==> src/rtl/display_timings.sv <==
// Display timing generator on the pixel clock: waits for a synchronised MMCM lock,
// lets the clock settle, then produces syncs, data enable, strobes and coordinates.
module display_timings #(
    parameter int   H_RES     = 1280,
    parameter int   H_FP      = 110,
    parameter int   H_SYNC    = 40,
    parameter int   H_BP      = 220,
    parameter int   V_RES     = 720,
    parameter int   V_FP      = 5,
    parameter int   V_SYNC    = 5,
    parameter int   V_BP      = 20,
    parameter logic H_POL     = 1'b1,
    parameter logic V_POL     = 1'b1,
    parameter int   LOCK_WAIT = 1024,
    parameter int   CORDW     = 16
) (
    input  logic             i_clk,
    input  logic             i_rst_n,
    input  logic             i_locked,
    output logic             o_hs,
    output logic             o_vs,
    output logic             o_de,
    output logic             o_frame,
    output logic             o_line,
    output logic [CORDW-1:0] o_sx,
    output logic [CORDW-1:0] o_sy,
    output logic             o_running
);

    localparam int H_TOTAL = H_RES + H_FP + H_SYNC + H_BP;
    localparam int V_TOTAL = V_RES + V_FP + V_SYNC + V_BP;
    localparam int SW      = (LOCK_WAIT > 1) ? $clog2(LOCK_WAIT) : 1;

    localparam logic [CORDW-1:0] H_MAX  = CORDW'(H_TOTAL - 1);
    localparam logic [CORDW-1:0] V_MAX  = CORDW'(V_TOTAL - 1);
    localparam logic [CORDW-1:0] H_ACT  = CORDW'(H_RES);
    localparam logic [CORDW-1:0] V_ACT  = CORDW'(V_RES);
    localparam logic [CORDW-1:0] HS_BEG = CORDW'(H_RES + H_FP);
    localparam logic [CORDW-1:0] HS_END = CORDW'(H_RES + H_FP + H_SYNC);
    localparam logic [CORDW-1:0] VS_BEG = CORDW'(V_RES + V_FP);
    localparam logic [CORDW-1:0] VS_END = CORDW'(V_RES + V_FP + V_SYNC);
    localparam logic [SW-1:0]    SETTLE_LAST = (LOCK_WAIT > 0) ? SW'(LOCK_WAIT - 1) : {SW{1'b0}};

    typedef enum logic [1:0] {
        WAIT_LOCK = 2'd0,
        SETTLE    = 2'd1,
        RUN       = 2'd2
    } state_t;

    state_t           state_r;
    state_t           state_s;
    logic             lk_meta_r;
    logic             lk_r;
    logic [SW-1:0]    settle_cnt_r;
    logic             run_s;
    logic [CORDW-1:0] sx_s;
    logic [CORDW-1:0] sy_s;
    logic             de_s;
    logic             hs_s;
    logic             vs_s;
    logic             line_s;
    logic             frame_s;

    // Two-flop synchroniser for the asynchronous lock input
    always_ff @(posedge i_clk or negedge i_rst_n) begin
        if (!i_rst_n) begin
            lk_meta_r <= 1'b0;
            lk_r      <= 1'b0;
        end else begin
            lk_meta_r <= i_locked;
            lk_r      <= lk_meta_r;
        end
    end

    // FSM state register
    always_ff @(posedge i_clk or negedge i_rst_n) begin
        if (!i_rst_n) begin
            state_r <= WAIT_LOCK;
        end else begin
            state_r <= state_s;
        end
    end

    // FSM next-state logic; losing lock always returns to WAIT_LOCK
    always_comb begin
        state_s = WAIT_LOCK;
        case (state_r)
            WAIT_LOCK: begin
                if (lk_r) begin
                    state_s = (LOCK_WAIT == 0) ? RUN : SETTLE;
                end else begin
                    state_s = WAIT_LOCK;
                end
            end
            SETTLE: begin
                if (!lk_r) begin
                    state_s = WAIT_LOCK;
                end else if (settle_cnt_r == SETTLE_LAST) begin
                    state_s = RUN;
                end else begin
                    state_s = SETTLE;
                end
            end
            RUN: begin
                if (lk_r) begin
                    state_s = RUN;
                end else begin
                    state_s = WAIT_LOCK;
                end
            end
            default: state_s = WAIT_LOCK;
        endcase
    end

    // Settle counter: only advances while staying in SETTLE, so any exit clears it
    always_ff @(posedge i_clk or negedge i_rst_n) begin
        if (!i_rst_n) begin
            settle_cnt_r <= {SW{1'b0}};
        end else if (state_r == SETTLE && state_s == SETTLE) begin
            settle_cnt_r <= settle_cnt_r + SW'(1);
        end else begin
            settle_cnt_r <= {SW{1'b0}};
        end
    end

    // Next pixel position and its decoded outputs; first RUN cycle starts at (0,0)
    always_comb begin
        run_s = (state_s == RUN);
        sx_s  = {CORDW{1'b0}};
        sy_s  = {CORDW{1'b0}};
        if (run_s && state_r == RUN) begin
            if (o_sx == H_MAX) begin
                sx_s = {CORDW{1'b0}};
                if (o_sy == V_MAX) begin
                    sy_s = {CORDW{1'b0}};
                end else begin
                    sy_s = o_sy + CORDW'(1);
                end
            end else begin
                sx_s = o_sx + CORDW'(1);
                sy_s = o_sy;
            end
        end else begin
            sx_s = {CORDW{1'b0}};
            sy_s = {CORDW{1'b0}};
        end
        de_s    = run_s && (sx_s < H_ACT) && (sy_s < V_ACT);
        hs_s    = (run_s && sx_s >= HS_BEG && sx_s < HS_END) ? H_POL : ~H_POL;
        vs_s    = (run_s && sy_s >= VS_BEG && sy_s < VS_END) ? V_POL : ~V_POL;
        line_s  = run_s && (sx_s == {CORDW{1'b0}});
        frame_s = line_s && (sy_s == {CORDW{1'b0}});
    end

    // Registered outputs describing the pixel on o_sx/o_sy
    always_ff @(posedge i_clk or negedge i_rst_n) begin
        if (!i_rst_n) begin
            o_sx      <= {CORDW{1'b0}};
            o_sy      <= {CORDW{1'b0}};
            o_de      <= 1'b0;
            o_hs      <= ~H_POL;
            o_vs      <= ~V_POL;
            o_line    <= 1'b0;
            o_frame   <= 1'b0;
            o_running <= 1'b0;
        end else begin
            o_sx      <= sx_s;
            o_sy      <= sy_s;
            o_de      <= de_s;
            o_hs      <= hs_s;
            o_vs      <= vs_s;
            o_line    <= line_s;
            o_frame   <= frame_s;
            o_running <= run_s;
        end
    end

endmodule

==> config.mk <==
export PLATFORM = sky130hd
export DESIGN_NAME = display_timings
export DESIGN_NICKNAME = d
export VERILOG_FILES = /design/src/rtl/display_timings.sv
export SDC_FILE = /design/constraint.sdc
export NUM_CORES = 1
export LEC_CHECK = 0
export ABC_CLOCK_PERIOD_IN_PS = 7230
export CAP_MARGIN = 5
export CORE_MARGIN = 2
export CORE_UTILIZATION = 59
export CTS_CLUSTER_SIZE = 10
export DETAILED_ROUTE_END_ITERATION = 16
export MAX_ROUTING_LAYER = met4
export PLACE_DENSITY = 0.86
export SYNTH_ARGS = -nofsm -noshare
export SYNTH_HDL_FRONTEND = slang
export SYNTH_SLANG_ARGS = --single-unit
==> constraint.sdc <==
create_clock -name i_clk -period 7.23 [get_ports i_clk]
set_input_delay 0.723 -clock i_clk [delete_from_list [all_inputs] [get_ports i_clk]]
set_output_delay 0.723 -clock i_clk [all_outputs]
set_load 0.05 [all_outputs]
Word level (Yosys, flattened, before mapping) --
Cells that the tools add are included.
Storage, ports and cells: flip-flop bits (word level) 52, bits in latches 0, memory bits (writable) 0, bits in read-only memories 0, input bits 3, output and inout port bits 38, logic and storage cells 54, memories kept 0
Operators by class: $add $sub $neg 3, multipliers 0, div/mod/pow operators 0, $lt $le $gt $ge 6, equal/unequal tests 7, shifts and indexed selects 0, mux-type cells 13, bitwise gates (word level) 0, reduce and logical (&&, ||, !) cells 13
Operators by type and width (count):
- 2-to-1 mux 16 bit | 5
- adder 16 x 1 -> 16 bit, second input constant | 2
- logical NOT 16 bit | 2
- < comparator 16 x 10 -> 1 bit, second input constant | 2
- < comparator 16 x 11 -> 1 bit, second input constant | 2
- equality test 16 x 10 -> 1 bit, second input constant | 1
- equality test 16 x 11 -> 1 bit, second input constant | 1
- >= comparator 16 x 10 -> 1 bit, second input constant | 1
- >= comparator 16 x 11 -> 1 bit, second input constant | 1
- adder 10 x 1 -> 10 bit, second input constant | 1
- equality test 10 bit, second input constant | 1
- logical AND 1 bit | 10
- 2-to-1 mux 10 bit | 1
- 2-to-1 mux 2 bit | 3
- one-hot mux 2 bit (3 select lines) | 1
- equality test 2 x 1 -> 1 bit, second input constant | 2
- equality test 2 bit, second input constant | 2
- 2-to-1 mux 1 bit | 3
- logical NOT 2 bit | 1

Longest topological paths before layout --
Gate-level depths: netlist of run 1.
depth after elaboration 11, gate-level depth with buffers 12

Least setup slack after synthesis of run 1 --
No wires, ideal clock.
path type register to register, from register o_sx[2], to register o_vs, library setup time 0.111 ns, arrival time 3.246 ns, required time 7.119 ns, path slack 3.873 ns, stages on the path, launching flop included 11, cells stage by stage dfrtp_1 buf_6 or4_4 or4_4 buf_6 buf_4 nor3_1 xnor2_1 a41oi_1 or3_1 a2111oi_2
Between the ends: longest elaborated chain between the ends 7, elaborated cells on any way between the ends 8, classes of those cells 2 x order compare; 1 x eq/ne; 3 x mux; 2 x reduce/logical
Ends and longest elaborated chain:
- from (decl) | line 25 | output logic [CORDW-1:0] o_sx,
- from (signal assigned) | line 157 | o_sx <= {CORDW{1'b0}};
- from (signal assigned) | line 166 | o_sx <= sx_s;
- equality test 16 x 11 -> 1 bit (*) | line 132 | if (o_sx == H_MAX) begin
- 2-to-1 mux 16 bit (*) | line 132
- 2-to-1 mux 16 bit (*) | line 131 | if (run_s && state_r == RUN) begin
- >= comparator 16 x 10 -> 1 bit | line 149 | vs_s = (run_s && sy_s >= VS_BEG && sy_s < VS_END) ? V_POL : ~V_POL;
- logical AND 1 bit | line 149
- logical AND 1 bit (*) | line 149
- 2-to-1 mux 1 bit (*) | line 149
- via vs_s | line 60 | logic vs_s;
- to (signal assigned) | line 161 | o_vs <= ~V_POL;
- to (signal assigned) | line 170 | o_vs <= vs_s;
- to (decl) | line 21 | output logic o_vs,
The timed path passes the listed nets; every way through them passes the cells marked *.

Worst setup path after layout of run 1 --
from register o_sx[2], to register o_vs
Between the ends: longest elaborated chain between the ends 7, elaborated cells on any way between the ends 8, classes of those cells 2 x order compare; 1 x eq/ne; 3 x mux; 2 x reduce/logical
Ends and longest elaborated chain:
- equality test 16 x 11 -> 1 bit (*) | line 132
- 2-to-1 mux 16 bit (*) | line 132
- 2-to-1 mux 16 bit (*) | line 131
- via sy_s[8] | line 57 | logic [CORDW-1:0] sy_s;
- >= comparator 16 x 10 -> 1 bit | line 149
- logical AND 1 bit | line 149
- logical AND 1 bit (*) | line 149
- 2-to-1 mux 1 bit (*) | line 149
- via vs_s | line 60
Marked as above.

==> flow_metrics.env, run 1 <==
export IMPL_place_ws_ns=3.94
export IMPL_synth_edff_count=0
export IMPL_timing_final_hold_violations=0
export IMPL_place_inst=386
export IMPL_postRouteAntennaNets=0
export IMPL_grt_setup_unrepaired="no"
export IMPL_synth_top_area_share_pct=45.7
export IMPL_overflow=0
export IMPL_fin_crit_ns=3.37
export IMPL_cts_setup_buffers=0
export IMPL_tightest_slew_ns=0.901
export IMPL_path_clk_slew_ns=0.10
export IMPL_die_area_mm2=0.00540
export IMPL_reg2reg_from="o_sx[2]$_DFF_PN0_"
export IMPL_setup_viol_count_final=0
export IMPL_final_area_mm2=0.00336
export IMPL_power_density_mw_per_mm2=141
export IMPL_avgViaCountPerCell=6.12
export IMPL_cts_sinks=52
export IMPL_route_detailed_drc=0
export IMPL_n_fill_cell=360
export IMPL_design_core_area_mm2=0.00469
export IMPL_cts_tree="built"
export IMPL_fin_crit_sh_pct=46.6
export IMPL_hold_path_class="reg -> reg"
export IMPL_start_util_pct=60.7
export IMPL_maxSlewViolCount=0
export IMPL_startpoint="o_sx[2]$_DFF_PN0_"
export IMPL_grt_max_degree=53
export IMPL_layout_common_cells="52 x dfrtp_1, 51 x nor2_1, 39 x clkdlybuf4s50_1"
export IMPL_io_pins=41
export IMPL_area_delta_synth_final_pct=18.1
export IMPL_clock_latency_ns=0.31
export IMPL_placed_cell_area_mm2=0.00327
export IMPL_io_buffers=40
export IMPL_drive_gt1_share_pct=5.88
export IMPL_synth_yosys_warnings=0
export IMPL_final_common_cell="dfrtp_1"
export IMPL_cap_violations=0
export IMPL_ir_worst_vdd_mv=0.122
export IMPL_layout_setup_ws_ns=3.86
export IMPL_critPathKind="reg -> reg"
export IMPL_place_gp_congestion=0.904
export IMPL_synth_area_mm2=0.00285
export IMPL_postSynthAreaPerCell_um2=9.53
export IMPL_nets=347
export IMPL_crit_fanout=18
export IMPL_fin_cells=394
export IMPL_fin_util_pct=71.7
export IMPL_drt_first_pass_iters=4
export IMPL_ys_types=50
export IMPL_cp_required_ns=7.43
export IMPL_fmax_mhz=297
export IMPL_synth_area_leaders="dfrtp_1 46%, xnor2_1 8.0%, nor2_1 6.7%"
export IMPL_num_rows=25
export IMPL_synth_top_cell_by_area="dfrtp_1"
export IMPL_syn_inst=299
export IMPL_numCtsBuffers=5
export IMPL_synth_nets=307
export IMPL_skew_ns=0.00543
export IMPL_worstPathArrival_ns=3.56
export IMPL_wl_um=6380
export IMPL_synth_seq_cells=52
export IMPL_status="finished clean"
export IMPL_cts_resized_gates=0
export IMPL_wl_per_cell_um=16.2
export IMPL_grt_pass1_wl_um=10500
export IMPL_clockBufferDepth=2
export IMPL_crit_path_end_kind="flip-flop"
export IMPL_slew_headroom_pct=39.4
export IMPL_fin_tns_setup_ns=0
export IMPL_num_vias=2412
export IMPL_cts_htree_levels=2
export IMPL_hpwl_um=4570
export IMPL_fp_dieW_um=73.5
export IMPL_drt_iter0_drc=236
export IMPL_ys_seq_area_share_pct=45.7
export IMPL_power_static_leakage_nw=1.34
export IMPL_die_h_um=73.5
export IMPL_synthArstFlopShare_pct=100
export IMPL_reg2reg_to="o_vs$_DFF_PN0_"
export IMPL_grt_total_usage_pct=25.9
export IMPL_rrSetupSlack_ns=3.86
export IMPL_holdBufCountCts=0
export IMPL_synthFlopType="dfrtp_1"
export IMPL_cts_root_buffer="clkbuf_8"
export IMPL_antenna_found_initial=0
export IMPL_grt_pass1_vias=2203
export IMPL_cp_endpoint="o_vs$_DFF_PN0_"
export IMPL_setup_worst_path_start_class="flip-flop"
export IMPL_r2r_cells=7
export IMPL_n_antenna_cell=0
## critical path: stages, from the launching register on
cell	delay, ns
dfrtp_1	0.49
or4_4	0.58
or4_4	0.65
o21ai_4	0.45
nand2b_1	0.20
inv_1	0.09
or4_1	0.54
a2111oi_2	0.24
## cells in the mapped netlist (5+ instances only)
master   instances
dfrtp_1         52
nor2_1          51
xnor2_1         26
nand2_1         20
inv_1           15
nand3_1         13
nor3_1          13
xor2_1          13
nand4_1         12
nor4_1          12
and3_1           7
and4_1           5
ha_1             5
## per-stage QoR
| step | hold WS, ns | power (mW) |
|---|---|---|
| detailed placement | 0.336 | 0.308 |
| floorplan | 0.331 | 0.300 |
| finish | 0.355 | 0.475 |
| CTS | 0.358 | 0.480 |
| global placement | 0.336 | 0.307 |
| global route | 0.367 | 0.497 |
## sequential cells by signal, indices dropped and copies added, names as in the netlist
| signal | count |
|---|---|
| o_sx | 16 |
| o_sy | 16 |
| settle_cnt_r | 10 |
| state_r | 2 |
| lk_meta_r | 1 |
| lk_r | 1 |
| o_de | 1 |
| o_frame | 1 |
| o_hs | 1 |
| o_line | 1 |
| o_running | 1 |
| o_vs | 1 |
## routing by layer
metal  share of wire (%)  track usage (%)  up-vias
met1                  45             36.4     1173
li1                    -                -     1139
met2                  47             36.9       90
met5                   0                -        -
met4                 1.3             10.1        0
met3                 7.0             5.62       10
## worst min-delay path by stage
stage | from | to | slack, ns | cells past startpoint
3_5_place_dp | lk_meta_r$_DFF_PN0_ | lk_r$_DFF_PN0_ | 0.34 | 0
6_report | lk_meta_r$_DFF_PN0_ | lk_r$_DFF_PN0_ | 0.35 | 0
3_3_place_gp | lk_meta_r$_DFF_PN0_ | lk_r$_DFF_PN0_ | 0.34 | 0
4_1_cts | lk_meta_r$_DFF_PN0_ | lk_r$_DFF_PN0_ | 0.36 | 0
2_1_floorplan | lk_meta_r$_DFF_PN0_ | lk_r$_DFF_PN0_ | 0.33 | 0
5_1_grt | lk_meta_r$_DFF_PN0_ | lk_r$_DFF_PN0_ | 0.37 | 0
## area by class of cell
| cell class | instances | area, µm² | area share (%) |
|---|---|---|---|
| inverter | 15 | 56.3 | 1.67 |
| timing repair buffer | 41 | 403 | 12.0 |
| clock buffer | 5 | 68.8 | 2.05 |
| multi-input combinational | 224 | 1440 | 42.8 |
| tap | 54 | 67.6 | 2.01 |
| clock inverter | 3 | 26.3 | 0.781 |
| sequential | 52 | 1300 | 38.7 |
## report_power, final
group          switching [mW]  internal, mW
Clock                   0.103        0.0714
Combinational         0.00670       0.00167
Sequential           0.000962         0.292
Total                   0.110         0.365
## cells by family after synthesis
logic type                 synth area share [%]
and+or+nand+nor                            29.0
DFF                                        45.7
AOI/OAI and AO/OA                          7.03
xor gates and xnor gates                   12.0
adders and majority gates                  2.55
buffers and inverters                      3.73
No activity file was read; power rests on OpenSTA's default activity.
==> run 2: changes to the inputs <==
==> config.mk (replaced) <==
export PLATFORM = sky130hd
export DESIGN_NAME = display_timings
export DESIGN_NICKNAME = d
export VERILOG_FILES = /design/src/rtl/display_timings.sv
export SDC_FILE = /design/constraint.sdc
export NUM_CORES = 1
export LEC_CHECK = 0
export ABC_CLOCK_PERIOD_IN_PS = 3400
export CAP_MARGIN = 5
export CORE_MARGIN = 2
export CORE_UTILIZATION = 54
export CTS_CLUSTER_SIZE = 10
export DETAILED_ROUTE_END_ITERATION = 16
export MAX_ROUTING_LAYER = met4
export PLACE_DENSITY = 0.79
export SYNTH_ARGS = -nofsm -noshare
export SYNTH_HDL_FRONTEND = slang
export SYNTH_SLANG_ARGS = --single-unit
==> constraint.sdc (replaced) <==
create_clock -name i_clk -period 3.4 [get_ports i_clk]
set_input_delay 0.34 -clock i_clk [delete_from_list [all_inputs] [get_ports i_clk]]
set_output_delay 0.34 -clock i_clk [all_outputs]
set_load 0.05 [all_outputs]
==> flow_metrics.env, run 2 (synthesis gave the netlist of run 1 again) <==
export IMPL_numCtsBuffers=5
export IMPL_p_sw_uw=234
export IMPL_fin_crit_ns=3.12
export IMPL_path_clk_slew_ns=0.10
export IMPL_grt_pass1_wl_um=11100
export IMPL_hold_path_class="in -> async"
export IMPL_ir_worst_vdd_mv=0.185
export IMPL_maxSlewViolCount=0
export IMPL_design_core_area_mm2=0.00511
export IMPL_nets=352
export IMPL_crit_path_end_kind="flip-flop"
export IMPL_power_frac_seq_pct=61.7
export IMPL_setup_viol_count_final=0
export IMPL_place_gp_congestion=0.916
export IMPL_cap_violations=0
export IMPL_top_regs="o_sx (16), o_sy (16), settle_cnt_r (10)"
export IMPL_n_fill_cell=418
export IMPL_num_vias=2356
export IMPL_skew_ns=0.00716
export IMPL_grt_pass1_vias=2291
export IMPL_worstPathArrival_ns=3.31
export IMPL_cts_sinks=52
export IMPL_wl_um=6390
export IMPL_drt_first_pass_iters=4
export IMPL_fin_cells=415
export IMPL_p_clk_share_pct=36.4
export IMPL_fin_crit_sh_pct=91.8
export IMPL_cts_htree_levels=2
export IMPL_wl_per_cell_um=15.4
export IMPL_grt_total_usage_pct=24.3
export IMPL_place_inst=407
export IMPL_power_static_leakage_nw=1.36
export IMPL_cts_setup_buffers=0
export IMPL_drt_iter0_drc=186
export IMPL_start_util_pct=55.8
export IMPL_overflow=0
export IMPL_die_h_um=76.6
export IMPL_crit_fanout=13
export IMPL_cp_required_ns=3.59
export IMPL_power_density_mw_per_mm2=295
export IMPL_postRouteAntennaNets=0
export IMPL_cts_root_buffer="clkbuf_8"
export IMPL_grt_max_degree=28
export IMPL_critPathKind="reg -> reg"
export IMPL_antenna_found_initial=0
export IMPL_switching_share_pct=23.2
export IMPL_grt_setup_unrepaired="no"
export IMPL_clockBufferDepth=2
export IMPL_n_antenna_cell=0
export IMPL_io_buffers=40
export IMPL_cts_tree="built"
export IMPL_clock_latency_ns=0.31
export IMPL_die_area_mm2=0.00587
export IMPL_fin_util_pct=67.0
export IMPL_avgViaCountPerCell=5.68
export IMPL_io_pins=41
export IMPL_internal_power_uw=775
export IMPL_fmax_mhz=320
export IMPL_cts_resized_gates=0
export IMPL_setup_worst_path_start_class="flip-flop"
export IMPL_layout_common_cells="52 x dfrtp_1, 51 x nor2_1, 39 x clkdlybuf4s50_1"
export IMPL_num_rows=26
export IMPL_fin_tns_setup_ns=0
export IMPL_route_detailed_drc=0
export IMPL_p_comb_share_pct=1.8
export IMPL_holdBufCountCts=0
export IMPL_slew_headroom_pct=58.3
export IMPL_hpwl_um=4710
export IMPL_tightest_slew_ns=0.626
export IMPL_final_common_cell="dfrtp_1"
export IMPL_status="finished clean"
export IMPL_fp_dieW_um=76.6
export IMPL_area_delta_synth_final_pct=20.1
export IMPL_timing_final_hold_violations=0
export IMPL_drive_gt1_share_pct=7.25
## run 2: through the flow
stage | cell area (µm²) | setup WS (ns) | total power, mW | hold WS (ns)
2_1_floorplan | 2850 | 0.0427 | 0.638 | 0.0444
3_3_place_gp | 3330 | 0.368 | 0.654 | 0.348
3_5_place_dp | 3330 | 0.313 | 0.655 | 0.342
4_1_cts | 3420 | 0.287 | 1.02 | 0.0514
5_1_grt | 3420 | 0.115 | 1.06 | 0.0665
6_report | 3420 | 0.278 | 1.01 | 0.0324
## run 2: area by class of cell
cell class	count	area (µm²)	share of cell area, %
sequential	52	1300	38.0
tap	70	87.6	2.56
clock buffer	5	68.8	2.01
clock inverter	3	25.0	0.732
multi-input combinational	224	1440	42.1
timing repair buffer	46	440	12.9
inverter	15	56.3	1.65
## run 2: metal layers
metal,global-route usage (%),up-vias,wire (µm)
met5,-,-,0
met4,7.27,0,95
met3,3.91,9,304
met2,37.5,70,3030
met1,33.5,1123,2960
li1,-,1154,-
## run 2: final timing paths
check	depth (start not counted)	to	startpoint	slack, ns
max	7	o_vs$_DFF_PN0_	o_sx[12]$_DFF_PN0_	0.28
min	1	settle_cnt_r[0]$_DFF_PN0_	i_rst_n	0.03
max reg2reg	7	o_vs$_DFF_PN0_	o_sx[12]$_DFF_PN0_	0.28
min reg2reg	0	lk_r$_DFF_PN0_	lk_meta_r$_DFF_PN0_	0.37
max in group asynchronous	2	o_sx[10]$_DFF_PN0_	i_rst_n	2.61
min in group i_clk	0	lk_r$_DFF_PN0_	lk_meta_r$_DFF_PN0_	0.37
## run 2: power groups by stage
stage	combinational [mW]	clock [mW]	sequential (mW)
global route	0.0225	0.412	0.624
detailed placement	0.0195	0	0.635
global placement	0.0194	0	0.635
floorplan	0.00344	0	0.635
finish	0.0186	0.368	0.623
CTS	0.0197	0.379	0.623
## run 2: worst max-delay path: stages, from the launching register on
cell       delay [ns]
dfrtp_1          0.45
or4_4            0.52
or4_4            0.66
nor4_1           0.35
xnor2_1          0.18
a41oi_1          0.13
or3_1            0.39
a2111oi_2        0.33
